File: config.mk
export PLATFORM = sky130hd
export DESIGN_NAME = alu_req_arbiter_flat
export DESIGN_NICKNAME = d
export VERILOG_FILES = /design/src/rtl/alu_req_arbiter_if.sv /design/src/rtl/alu_req_arbiter.sv /design/src/flat_wrapper.sv
export SDC_FILE = /design/constraint.sdc
export NUM_CORES = 1
export LEC_CHECK = 0
export ABC_AREA = 1
export CAP_MARGIN = 10
export CORE_ASPECT_RATIO = 0.8
export CORE_UTILIZATION = 41
export CTS_CLUSTER_DIAMETER = 40
export CTS_CLUSTER_SIZE = 12
export DETAILED_ROUTE_END_ITERATION = 7
export PLACE_DENSITY = 0.91
export SKIP_CTS_REPAIR_TIMING = 1
export SLEW_MARGIN = 5
export SYNTH_ARGS = -nofsm -noshare
export SYNTH_HDL_FRONTEND = slang
export SYNTH_SLANG_ARGS = --single-unit
File: constraint.sdc
create_clock -name wb_clk_i -period 7 [get_ports wb_clk_i]
set_input_delay 1.4 -clock wb_clk_i [delete_from_list [all_inputs] [get_ports wb_clk_i]]
set_output_delay 1.4 -clock wb_clk_i [all_outputs]
set_load 0.1 [all_outputs]
File: src/rtl/alu_req_arbiter_if.sv
// Bundle of the request, ALU-lane and response channels of alu_req_arbiter.
// slave = arbiter side, master = requester/ALU/response-sink side.
interface alu_req_arbiter_if #(
  parameter int NUM_REQ = 4,
  parameter int W       = 8,
  parameter int IDW     = 3
);
  logic [NUM_REQ-1:0]   req_valid;
  logic [NUM_REQ-1:0]   req_ready;
  logic [NUM_REQ*W-1:0] req_a;
  logic [NUM_REQ*W-1:0] req_b;
  logic [NUM_REQ*2-1:0] req_sel;

  logic [W-1:0]         alu_a;
  logic [W-1:0]         alu_b;
  logic [1:0]           alu_sel;
  logic [W-1:0]         alu_out;
  logic                 alu_carry;

  logic                 resp_valid;
  logic                 resp_ready;
  logic [W-1:0]         resp_data;
  logic                 resp_carry;
  logic [IDW-1:0]       resp_id;

  modport slave (
    input  req_valid, req_a, req_b, req_sel,
    output req_ready,
    output alu_a, alu_b, alu_sel,
    input  alu_out, alu_carry,
    output resp_valid, resp_data, resp_carry, resp_id,
    input  resp_ready
  );

  modport master (
    output req_valid, req_a, req_b, req_sel,
    input  req_ready,
    input  alu_a, alu_b, alu_sel,
    output alu_out, alu_carry,
    input  resp_valid, resp_data, resp_carry, resp_id,
    output resp_ready
  );
endinterface

File: src/rtl/alu_req_arbiter.sv
// Round-robin arbiter sharing one registered ALU lane between NUM_REQ requesters.
// Optional statistics counters are built when ALU_ARB_STATS_EN is defined.
module alu_req_arbiter #(
  parameter int NUM_REQ = 4,
  parameter int W       = 8,
  parameter int ALU_LAT = 1,
  parameter int IDW     = 3
) (
  input  logic              wb_clk_i,
  input  logic              wb_rst_i,
  alu_req_arbiter_if.slave  bus,
  output logic [15:0]       stat_grants,
  output logic [15:0]       stat_stalls,
  output logic [1:0]        dbg_state
);

  // Handshakes: a transfer happens on a rising edge where valid and ready are both 1;
  // a source holds its payload stable while valid is high and ready is low.

  typedef enum logic [1:0] {
    ST_IDLE = 2'd0,
    ST_EXEC = 2'd1,
    ST_RESP = 2'd2
  } state_t;

  state_t               state_q;
  state_t               state_d;
  logic [IDW-1:0]       rr_ptr_q;
  logic [IDW-1:0]       id_q;
  logic [2:0]           exec_cnt_q;
  logic                 exec_last;
  logic [W-1:0]         alu_a_q;
  logic [W-1:0]         alu_b_q;
  logic [1:0]           alu_sel_q;
  logic [W-1:0]         resp_data_q;
  logic                 resp_carry_q;

  logic [NUM_REQ-1:0]   rot_valid;
  logic                 grant_found;
  logic [IDW-1:0]       grant_idx;
  logic                 accept;
  logic [NUM_REQ-1:0]   ready_vec;
  logic [W-1:0]         win_a;
  logic [W-1:0]         win_b;
  logic [1:0]           win_sel;

  function automatic logic [IDW-1:0] wrap_inc(input logic [IDW-1:0] base, input int off);
    int sum;
    sum = int'(base) + off;
    if (sum >= NUM_REQ) sum = sum - NUM_REQ;
    return IDW'(sum);
  endfunction

  // Rotate valids so bit k is requester (rr_ptr + k); lowest set bit wins.
  assign rot_valid = NUM_REQ'({bus.req_valid, bus.req_valid} >> rr_ptr_q);

  always_comb begin
    grant_found = 1'b0;
    grant_idx   = '0;
    for (int k = NUM_REQ - 1; k >= 0; k--) begin
      if (rot_valid[k]) begin
        grant_found = 1'b1;
        grant_idx   = wrap_inc(rr_ptr_q, k);
      end
    end
  end

  // Ready is masked while reset is held so no requester sees an accept during reset.
  assign accept = (state_q == ST_IDLE) && grant_found && wb_rst_i;

  always_comb begin
    ready_vec = '0;
    win_a     = '0;
    win_b     = '0;
    win_sel   = '0;
    for (int i = 0; i < NUM_REQ; i++) begin
      if (IDW'(i) == grant_idx) begin
        ready_vec[i] = accept;
        win_a        = bus.req_a[i*W +: W];
        win_b        = bus.req_b[i*W +: W];
        win_sel      = bus.req_sel[i*2 +: 2];
      end
    end
  end

  assign exec_last = (exec_cnt_q == 3'(ALU_LAT));

  always_comb begin
    state_d = state_q;
    case (state_q)
      ST_IDLE: if (accept)         state_d = ST_EXEC;
      ST_EXEC: if (exec_last)      state_d = ST_RESP;
      ST_RESP: if (bus.resp_ready) state_d = ST_IDLE;
      default:                     state_d = ST_IDLE;
    endcase
  end

  always_ff @(posedge wb_clk_i or negedge wb_rst_i) begin
    if (!wb_rst_i) begin
      state_q <= ST_IDLE;
    end else begin
      state_q <= state_d;
    end
  end

  always_ff @(posedge wb_clk_i or negedge wb_rst_i) begin
    if (!wb_rst_i) begin
      rr_ptr_q     <= '0;
      id_q         <= '0;
      exec_cnt_q   <= '0;
      alu_a_q      <= '0;
      alu_b_q      <= '0;
      alu_sel_q    <= '0;
      resp_data_q  <= '0;
      resp_carry_q <= 1'b0;
    end else begin
      if (accept) begin
        alu_a_q   <= win_a;
        alu_b_q   <= win_b;
        alu_sel_q <= win_sel;
        id_q      <= grant_idx;
        rr_ptr_q  <= wrap_inc(grant_idx, 1);
      end
      // Counts EXEC cycles; the ALU result is valid on the ALU_LAT-th one.
      if (state_q == ST_EXEC) begin
        exec_cnt_q <= exec_cnt_q + 3'd1;
      end else begin
        exec_cnt_q <= '0;
      end
      if ((state_q == ST_EXEC) && exec_last) begin
        resp_data_q  <= bus.alu_out;
        resp_carry_q <= bus.alu_carry;
      end
    end
  end

  assign bus.req_ready  = ready_vec;
  assign bus.alu_a      = alu_a_q;
  assign bus.alu_b      = alu_b_q;
  assign bus.alu_sel    = alu_sel_q;
  assign bus.resp_valid = (state_q == ST_RESP);
  assign bus.resp_data  = resp_data_q;
  assign bus.resp_carry = resp_carry_q;
  assign bus.resp_id    = id_q;
  assign dbg_state      = state_q;

`ifdef ALU_ARB_STATS_EN
  logic stall;

  // A cycle with demand but no accept counts as contention.
  assign stall = (|bus.req_valid) && !accept;

  always_ff @(posedge wb_clk_i or negedge wb_rst_i) begin
    if (!wb_rst_i) begin
      stat_grants <= '0;
      stat_stalls <= '0;
    end else begin
      if (accept && (stat_grants != 16'hFFFF)) stat_grants <= stat_grants + 16'd1;
      if (stall && (stat_stalls != 16'hFFFF))  stat_stalls <= stat_stalls + 16'd1;
    end
  end
`else
  assign stat_grants = '0;
  assign stat_stalls = '0;
`endif

endmodule
File: src/flat_wrapper.sv
// flat-port wrapper written by rule: the top's interface ports become plain ports
module alu_req_arbiter_flat 
#(
  parameter int NUM_REQ = 4,
  parameter int W       = 8,
  parameter int ALU_LAT = 1,
  parameter int IDW     = 3
)
  (wb_clk_i, wb_rst_i, stat_grants, stat_stalls, dbg_state, bus_req_valid, bus_req_a, bus_req_b, bus_req_sel, bus_req_ready, bus_alu_a, bus_alu_b, bus_alu_sel, bus_alu_out, bus_alu_carry, bus_resp_valid, bus_resp_data, bus_resp_carry, bus_resp_id, bus_resp_ready);
  alu_req_arbiter_if #(.NUM_REQ(NUM_REQ), .W(W), .IDW(IDW)) bus_i ();
  input  logic wb_clk_i;
  input  logic wb_rst_i;
  output logic [15:0] stat_grants;
  output logic [15:0] stat_stalls;
  output logic [1:0] dbg_state;
  input wire logic [$bits(bus_i.req_valid)-1:0] bus_req_valid;
  input wire logic [$bits(bus_i.req_a)-1:0] bus_req_a;
  input wire logic [$bits(bus_i.req_b)-1:0] bus_req_b;
  input wire logic [$bits(bus_i.req_sel)-1:0] bus_req_sel;
  output wire logic [$bits(bus_i.req_ready)-1:0] bus_req_ready;
  output wire logic [$bits(bus_i.alu_a)-1:0] bus_alu_a;
  output wire logic [$bits(bus_i.alu_b)-1:0] bus_alu_b;
  output wire logic [$bits(bus_i.alu_sel)-1:0] bus_alu_sel;
  input wire logic [$bits(bus_i.alu_out)-1:0] bus_alu_out;
  input wire logic [$bits(bus_i.alu_carry)-1:0] bus_alu_carry;
  output wire logic [$bits(bus_i.resp_valid)-1:0] bus_resp_valid;
  output wire logic [$bits(bus_i.resp_data)-1:0] bus_resp_data;
  output wire logic [$bits(bus_i.resp_carry)-1:0] bus_resp_carry;
  output wire logic [$bits(bus_i.resp_id)-1:0] bus_resp_id;
  input wire logic [$bits(bus_i.resp_ready)-1:0] bus_resp_ready;
  assign bus_i.req_valid = bus_req_valid;
  assign bus_i.req_a = bus_req_a;
  assign bus_i.req_b = bus_req_b;
  assign bus_i.req_sel = bus_req_sel;
  assign bus_req_ready = bus_i.req_ready;
  assign bus_alu_a = bus_i.alu_a;
  assign bus_alu_b = bus_i.alu_b;
  assign bus_alu_sel = bus_i.alu_sel;
  assign bus_i.alu_out = bus_alu_out;
  assign bus_i.alu_carry = bus_alu_carry;
  assign bus_resp_valid = bus_i.resp_valid;
  assign bus_resp_data = bus_i.resp_data;
  assign bus_resp_carry = bus_i.resp_carry;
  assign bus_resp_id = bus_i.resp_id;
  assign bus_i.resp_ready = bus_resp_ready;
  alu_req_arbiter #(.NUM_REQ(NUM_REQ), .W(W), .ALU_LAT(ALU_LAT), .IDW(IDW)) u_core (.wb_clk_i(wb_clk_i), .wb_rst_i(wb_rst_i), .bus(bus_i), .stat_grants(stat_grants), .stat_stalls(stat_stalls), .dbg_state(dbg_state));
endmodule
Word-level counts from Yosys, hierarchy flattened
Index checks and enable logic that the tools add are counted.

Flip-flop bits (word level): 38. Word-level logic and storage cells: 74. Output and inout port bits: 69. Input bits: 88.

Order comparisons: 5. Shifts and indexed selects: 1. Equal/unequal tests: 9. Muxes and demuxes: 34. Reduce and logical (&&, ||, !) cells: 6. Add/sub/neg operators: 10.

Operator list (count): 2-to-1 mux 8 bit (8); 2-to-1 mux 3 bit (10); >= comparator 4 x 3 -> 1 bit, second input constant (4); subtractor 3 bit, second input constant (5); 2-to-1 mux 2 bit (7); adder 3 x 1 -> 4 bit, second input constant (2); adder 3 x 2 -> 4 bit, second input constant (2); 2-to-1 mux 1 bit (8); right shift 8 x 3 -> 4 bit (1); == test 2 x 3 -> 1 bit, first input constant (2); != test 2 x 1 -> 1 bit, second input constant (3); one-hot mux 2 bit (3 select lines) (1); adder 3 x 1 -> 3 bit, second input constant (1); == test 1 x 3 -> 1 bit, first input constant (1); == test 3 x 1 -> 1 bit, second input constant (1); >= comparator 3 bit, second input constant (1); logical AND 1 bit (3); logical NOT 3 bit (1); AND reduction 3 bit (1); == test 2 x 1 -> 1 bit, second input constant (1); == test 2 bit, second input constant (1); logical NOT 2 bit (1).

Longest topological paths before layout
Gate-level depths: netlist of run 1.

Word-level depth: 12. Depth in mapped cells: 21. Depth with buffers taken out: 19.

Worst setup path after synthesis of run 1
Ideal clock, no wire load.

Kind: input port to output port. Start point: in bus_req_valid[2]. End point: out bus_req_ready[3]. Stages on the path: 15. Slack: 1.509 ns. Required time: 5.600 ns. Buffers on the path: 2. Arrival: 4.091 ns. Path through: inv_1 > nand2_1 > nand3_1 > nand2_1 > inv_1 > nand3_1 > nand2_1 > nand2_1 > nand2_1 > ha_1 > ha_1 > clkbuf_1 > clkbuf_1 > inv_1 > nor2_1.

Elaborated cells between the ends (all ways): 13. Those cells by class: eq/ne: 1; shift: 1; mux: 9; reduce/logical: 2.

RTL lines: start: declaration (RTL line flat_wrapper.sv:16) `input wire logic [$bits(bus_i.req_valid)-1:0] bus_req_valid;`; right shift 8 x 3 -> 4 bit * (RTL line alu_req_arbiter.sv:55) `assign rot_valid = NUM_REQ'({bus.req_valid, bus.req_valid} >> rr_ptr_q);`; 2-to-1 mux 3 bit (3 in series) (RTL line alu_req_arbiter.sv:61) `if (rot_valid[k]) begin`; 2-to-1 mux 3 bit * (RTL line alu_req_arbiter.sv:61); named net u_core.grant_idx[1] (RTL line alu_req_arbiter.sv:40) `logic [IDW-1:0] grant_idx;`; == test 2 x 3 -> 1 bit * (RTL line alu_req_arbiter.sv:77) `if (IDW'(i) == grant_idx) begin`; 2-to-1 mux 1 bit * (RTL line alu_req_arbiter.sv:77); end: declaration (RTL line flat_wrapper.sv:20) `output wire logic [$bits(bus_i.req_ready)-1:0] bus_req_ready;`.

Mark *: on every way through the listed nets, which the timed path passes. The rest lies on a longest branch.

Final worst setup path of run 1
Start point: in bus_req_valid[3]. End point: out bus_req_ready[2].

Same word-level chain as after synthesis.

==> reports/results.tsv, run 1 <==
stage	metric	value	unit
detailed_routing	DRT Wirelength	7010	µm
floorplan	die width	90.8	µm
timing	final hold slack	468	ps
critical_path	worst r2r dst	u_core.bus.alu_a[0]	
detailed_routing	WL met2	3300	µm
timing	f_max	174	MHz
cts	H-tree depth	2	
worst_hold_path	depth of the worst hold-timing path	1	
timing	Final Max Tran Viols	0	
final_layout	commonest non-fill, non-tap cell in the layout	nand2_1	
detailed_routing	DR vias/cell	4.69	
timing	final worst path period share	82.0	%
logic_synthesis	mean cell area of the mapped netlist	7.18	µm²
critical_path	Setup crit start kind	input port	
final_layout	P&R area growth vs syn	47.5	%
final_layout	Fill cells	518	
placement	gpl congestion	0.836	
floorplan	Starting Density	43.0	%
critical_path	Crit Path Max Fanout	19	
cts	clk sinks	38	
flow_run	Max Cap Violations	0	
placement	placed instance count	550	
logic_synthesis	synthesized area	2580	µm²
logic_synthesis	sequential fraction of the synthesis area	36.8	%
critical_path	R2R Setup Slk	3840	ps
logic_synthesis	synthesized instance count	360	
cts	worst skew pair latency	280	ps
logic_synthesis	Synth area leaders	dfrtp_1, nand2_1, buf_4	
worst_hold_path	Worst Hold Path EP	u_core.exec_cnt_q[0]	
detailed_routing	Residual DRC	0	
timing	final setup vio count	0	
detailed_routing	routed len/inst	12.6	µm
critical_path	crit-path max cell delay	610	ps
floorplan	die area	6630	µm²
final_layout	Final Non-Filler Cells	558	
critical_path	Req. time, crit path	5600	ps
cts	CTS clock-pin slew for the worst setup and hold paths	70	ps
cts	clock buffer depth	2	
critical_path	endpoint class of the critical path	output port	
critical_path	r2r startpoint	u_core.rr_ptr_q[0]	
final_layout	area of the multi-input gates	1330	µm²
detailed_routing	top layer reached by signal wires	met4	
final_layout	Ant. Diodes	0	
detailed_routing	routed metal-1 wire length	3140	µm
placement	# port buffers	124	
global_routing	grt ovf	0	
final_layout	layout cell share with drive strength beyond 1	6.71	%
timing	RSZ-0062 raised after global routing	false	
final_layout	most frequent cells in the layout	nand2_1, clkdlybuf4s50_1, o21ai_0, dfrtp_1, conb_1	
global_routing	global-route usage over all layers	20.9	%
floorplan	I/O pin total	157	
detailed_routing	met3 wire length	473	µm
cts	CTS tree	yes	
logic_synthesis	Seq cells post-synth	38	
critical_path	crit-path cells	clkdlybuf4s50_1 -> inv_1 -> nand2_1 -> nand3_1 -> nand2_1 -> inv_1 -> nand2_1 -> nand2_1 -> nand2_1 -> nand2_1 -> inv_1 -> ha_1 -> inv_1 -> nor2_1 -> buf_4	
logic_synthesis	Synth Warn #	0	
critical_path	crit path DAT	4340	ps
worst_hold_path	min-delay worst type	register to register	
timing	Final min period	5740	ps
logic_synthesis	distinct cell type count after synthesis	25	
timing	Final Hold Fails	0	
timing	max_slew headroom	31.0	%
final_layout	fin nets	572	
global_routing	vias in the first global route	2371	
floorplan	DIE HEIGHT	73.0	µm
timing	Slew @ Worst Pin	1030	ps
global_routing	largest net degree at the start of global routing	40	
cts	CTS Buf Count	5	
worst_hold_path	min-delay src	u_core.exec_cnt_q[0]	
critical_path	slowest CP cell	ha_1	
critical_path	Crit Path Class	input port to output port	
final_layout	register area	951	µm²
cts	clk root buf	clkbuf_8	
logic_synthesis	Synth top area share	36.8	%
floorplan	num rows	25	
logic_synthesis	area leader, netlist	dfrtp_1	
critical_path	CP bufs+invs	6	
floorplan	total core area	6010	µm²
detailed_routing	Initial DRT Pass Iterations	5	
critical_path	r2r worst-path depth	15	
timing	final setup margin	1260	ps
global_routing	antenna violations before repair	0	
timing	Layout Skew	4.32	ps
outcome	status	completed	
detailed_routing	via count	2618	
detailed_routing	initial DRC count	123	
global_routing	global-route wire length before repair	11100	µm
placement	Worst Setup Slack post-DPL	1330	ps
detailed_routing	Antenna Nets Post-Route	0	
critical_path	kind of cell adding the most delay to the critical path	buffers and inverters	
timing	final setup TNS	0	ps
placement	DP Wirelength	5440	µm
critical_path	most frequent cell on the critical path	nand2_1	
## through the flow
| stage | util [%] | cell area [µm²] |
|---|---|---|
| floorplan | - | 2700 |
| global placement | 61.9 | 3720 |
| detailed placement | 61.9 | 3720 |
| CTS | 63.5 | 3810 |
| global route | 63.5 | 3810 |
| finish | 63.5 | 3810 |
## cell type report
type                            count  area share [%]
Multi-Input combinational cell    281            34.9
Timing Repair Buffer              127            32.7
Sequential cell                    38            24.9
Tap cell                           81            2.66
Inverter                           23            2.26
Clock buffer                        6            2.17
Clock inverter                      2           0.328
## metal layers
| metal | vias up | track usage (%) |
|---|---|---|
| met3 | 14 | 3.85 |
| met2 | 134 | 35.2 |
| met1 | 1158 | 27.5 |
| met4 | 0 | 7.05 |
| li1 | 1312 | - |
| met5 | - | 0 |
## cell families (layout without fill, tap and decap cells)
| group | Yosys count | count (layout) | share of synthesized area (%) |
|---|---|---|---|
| xor gates and xnor gates | 1 | 1 | 0.339 |
| buffers and inverters | 72 | 158 | 16.2 |
| AOI/OAI and AO/OA | 60 | 60 | 11.7 |
| and+or+nand+nor | 170 | 170 | 26.9 |
| other | 2 | 33 | 0.291 |
| muxes | 9 | 9 | 3.92 |
| DFF | 38 | 38 | 36.8 |
| adders and majority gates | 8 | 8 | 3.87 |
## worst max path at each step
stage                          start                to  cells after the start
floorplan           bus_req_valid[2]  bus_req_ready[3]                     15
global placement    bus_req_valid[3]  bus_req_ready[2]                     15
detailed placement  bus_req_valid[3]  bus_req_ready[2]                     15
CTS                 bus_req_valid[3]  bus_req_ready[2]                     15
global route        bus_req_valid[3]  bus_req_ready[2]                     15
finish              bus_req_valid[3]  bus_req_ready[2]                     15
## state kept, by name, summed over array words and instances (netlist names)
| name | cells |
|---|---|
| u_core.bus.alu_a | 8 |
| u_core.bus.alu_b | 8 |
| u_core.bus.resp_data | 8 |
| u_core.bus.resp_id | 3 |
| u_core.exec_cnt_q | 3 |
| u_core.rr_ptr_q | 3 |
| u_core.bus.alu_sel | 2 |
| u_core.dbg_state | 2 |
| u_core.bus.resp_carry | 1 |
## Yosys cell counts
master and number:
nand3_2 1, inv_2 2, clkbuf_1 6, buf_4 34, a21oi_1 19, nand2_2 3, clkinv_1 1, buf_2 5
ha_1 8, nor3b_1 1, nand4_1 1, dfrtp_1 38, nor2_1 16, inv_1 20, o21ai_0 40, nand3_1 24
buf_1 2, mux2_2 9, nor2_2 1, xnor2_1 1, conb_1 2, nand2_1 122, nand3b_1 1, buf_6 2
o31ai_1 1
Power of run 1 is not shown: default switching activity piles up to over one toggle a cycle in this logic, so the estimate is an artifact.
==> run 2, diff against run 1 <==
--- a/config.mk
+++ b/config.mk
@@ -8,11 +8,11 @@
 export ABC_AREA = 1
 export CAP_MARGIN = 10
 export CORE_ASPECT_RATIO = 0.8
-export CORE_UTILIZATION = 41
+export CORE_UTILIZATION = 38
 export CTS_CLUSTER_DIAMETER = 40
 export CTS_CLUSTER_SIZE = 12
 export DETAILED_ROUTE_END_ITERATION = 7
-export PLACE_DENSITY = 0.91
+export PLACE_DENSITY = 0.86
 export SKIP_CTS_REPAIR_TIMING = 1
 export SLEW_MARGIN = 5
 export SYNTH_ARGS = -nofsm -noshare
==> constraint.sdc (replaced) <==
create_clock -name wb_clk_i -period 5.5 [get_ports wb_clk_i]
set_input_delay 1.1 -clock wb_clk_i [delete_from_list [all_inputs] [get_ports wb_clk_i]]
set_output_delay 1.1 -clock wb_clk_i [all_outputs]
set_load 0.1 [all_outputs]
==> run 2 against run 1 <==
  * Setup slack worse by 650 ps
  * Register-to-register slack worse by 1300 ps
  * Count of clock-buffer cells in the layout stayed put
  * Non-clock buffer count is 2 higher
  * Core utilization is 3.5 points lower
  * Sequential share of layout area is 0.46 points lower
  * Global-route usage is 1.9 points lower
  * Critical endpoint is now bus_req_ready[1]
==> reports/results.tsv, run 2 (synthesis results as in run 1) <==
stage	metric	value	unit	change
timing	f_max	205	MHz	
cts	worst skew pair latency	280	ps	about the same
cts	clk root buf	clkbuf_8		
critical_path	Req. time, crit path	4400	ps	-1200 ps
flow_run	Max Cap Violations	0		unchanged
global_routing	vias in the first global route	2407		+1.5%
global_routing	antenna violations before repair	0		unchanged
critical_path	Crit Path Class	input port to output port		
timing	Final Hold Fails	0		unchanged
cts	CTS clock-pin slew for the worst setup and hold paths	70	ps	about the same
timing	Final min period	4890	ps	
timing	Final Max Tran Viols	0		unchanged
worst_hold_path	min-delay worst type	register to register		
worst_hold_path	Worst Hold Path EP	u_core.exec_cnt_q[0]		
detailed_routing	routed metal-1 wire length	3090	µm	-1.7%
cts	clock buffer depth	2		unchanged
timing	max_slew headroom	31.2	%	+0.17 points
final_layout	commonest non-fill, non-tap cell in the layout	nand2_1		
critical_path	Crit Path Max Fanout	19		unchanged
floorplan	DIE HEIGHT	75.8	µm	+3.8%
detailed_routing	routed len/inst	12.3	µm	-2.1%
floorplan	num rows	26		+4.0%
detailed_routing	DRT Wirelength	6930	µm	-1.2%
global_routing	largest net degree at the start of global routing	40		unchanged
detailed_routing	initial DRC count	88		-28%
detailed_routing	Initial DRT Pass Iterations	4		-1
timing	Layout Skew	3.43	ps	-0.887 ps
timing	final setup TNS	0	ps	unchanged
critical_path	crit-path cells	clkdlybuf4s50_1 -> inv_1 -> nand2_1 -> nand3_1 -> nand2_1 -> inv_1 -> nand3_1 -> nand2_1 -> nand2_1 -> nand2_1 -> inv_1 -> ha_1 -> buf_4 -> clkinv_1 -> nor2_1 -> buf_12		
placement	# port buffers	124		unchanged
floorplan	die width	94.2	µm	+3.8%
critical_path	most frequent cell on the critical path	nand2_1		
floorplan	die area	7140	µm²	+7.7%
floorplan	total core area	6470	µm²	+7.8%
critical_path	r2r startpoint	u_core.rr_ptr_q[0]		
detailed_routing	Antenna Nets Post-Route	0		unchanged
final_layout	area of the multi-input gates	1330	µm²	unchanged
placement	DP Wirelength	5520	µm	+1.4%
critical_path	crit path DAT	3790	ps	-550 ps
floorplan	I/O pin total	157		unchanged
outcome	status	completed		
detailed_routing	DR vias/cell	4.67		-0.51%
critical_path	crit-path max cell delay	510	ps	-100 ps
final_layout	layout cell share with drive strength beyond 1	6.89	%	+0.18 points
detailed_routing	Residual DRC	0		unchanged
cts	CTS tree	yes		
final_layout	register area	951	µm²	unchanged
timing	final setup margin	613	ps	-647 ps
global_routing	global-route wire length before repair	10600	µm	-4.5%
worst_hold_path	depth of the worst hold-timing path	1		unchanged
cts	H-tree depth	2		unchanged
cts	CTS Buf Count	5		unchanged
worst_hold_path	min-delay src	u_core.exec_cnt_q[0]		
final_layout	fin nets	574		+0.35%
global_routing	global-route usage over all layers	19.0	%	-1.9 points
final_layout	Ant. Diodes	0		unchanged
timing	RSZ-0062 raised after global routing	false		
floorplan	Starting Density	39.9	%	-3.1 points
timing	final worst path period share	88.9	%	
detailed_routing	via count	2628		+0.38%
critical_path	slowest CP cell	clkdlybuf4s50_1		
detailed_routing	met3 wire length	507	µm	+7.2%
critical_path	r2r worst-path depth	18		+3
final_layout	P&R area growth vs syn	50.3	%	
critical_path	worst r2r dst	u_core.bus.alu_a[7]		
critical_path	Setup crit start kind	input port		
cts	clk sinks	38		unchanged
final_layout	most frequent cells in the layout	nand2_1, clkdlybuf4s50_1, o21ai_0, dfrtp_1, conb_1		
placement	gpl congestion	0.779		-6.7%
critical_path	endpoint class of the critical path	output port		
timing	final setup vio count	0		unchanged
timing	Slew @ Worst Pin	1030	ps	-2.61 ps
critical_path	R2R Setup Slk	2570	ps	-1270 ps
global_routing	grt ovf	0		unchanged
placement	Worst Setup Slack post-DPL	652	ps	-680 ps
detailed_routing	WL met2	3240	µm	-1.8%
final_layout	Fill cells	588		+14%
detailed_routing	top layer reached by signal wires	met4		
run 2: routing by layer:
metal | vias to the layer above | global-route usage (%)
met2 | 142 | 32.9
li1 | 1316 | -
met1 | 1159 | 24.0
met3 | 11 | 3.59
met4 | 0 | 7.18
met5 | - | 0
run 2: layout make-up:
type                            instances  share of cell area, %
Multi-Input combinational cell        281                   34.3
Clock inverter                          2                  0.966
Sequential cell                        38                   24.5
Timing Repair Buffer                  129                   33.5
Tap cell                               84                   2.71
Inverter                               23                   2.22
Clock buffer                            6                   1.87
run 2: stage by stage:
stage | cell area [µm²] | instances | hold slack, ps | utilization [%]
4_1_cts | 3880 | 563 | 476 | 60.0
6_report | 3880 | 563 | 470 | 60.0
3_5_place_dp | 3770 | 555 | 465 | 58.3
5_1_grt | 3880 | 563 | 487 | 60.0
3_3_place_gp | 3770 | 555 | 449 | 58.3
2_1_floorplan | 2700 | 391 | 437 | -
run 2: worst max path at each step:
stage                                 from                to
after global placement    bus_req_valid[3]  bus_req_ready[1]
after CTS                 bus_req_valid[3]  bus_req_ready[1]
after global routing      bus_req_valid[3]  bus_req_ready[1]
after detailed placement  bus_req_valid[3]  bus_req_ready[1]
final                     bus_req_valid[3]  bus_req_ready[1]
after floorplan           bus_req_valid[2]  bus_req_ready[3]
run 2: worst max-delay path: cells and delay by family:
kind                       cells  cell delay [ps]
and+or+nand+nor                8              920
adders and majority gates      1              150
buffers and inverters          7             1600
Power of run 2 is left out for the same reason.
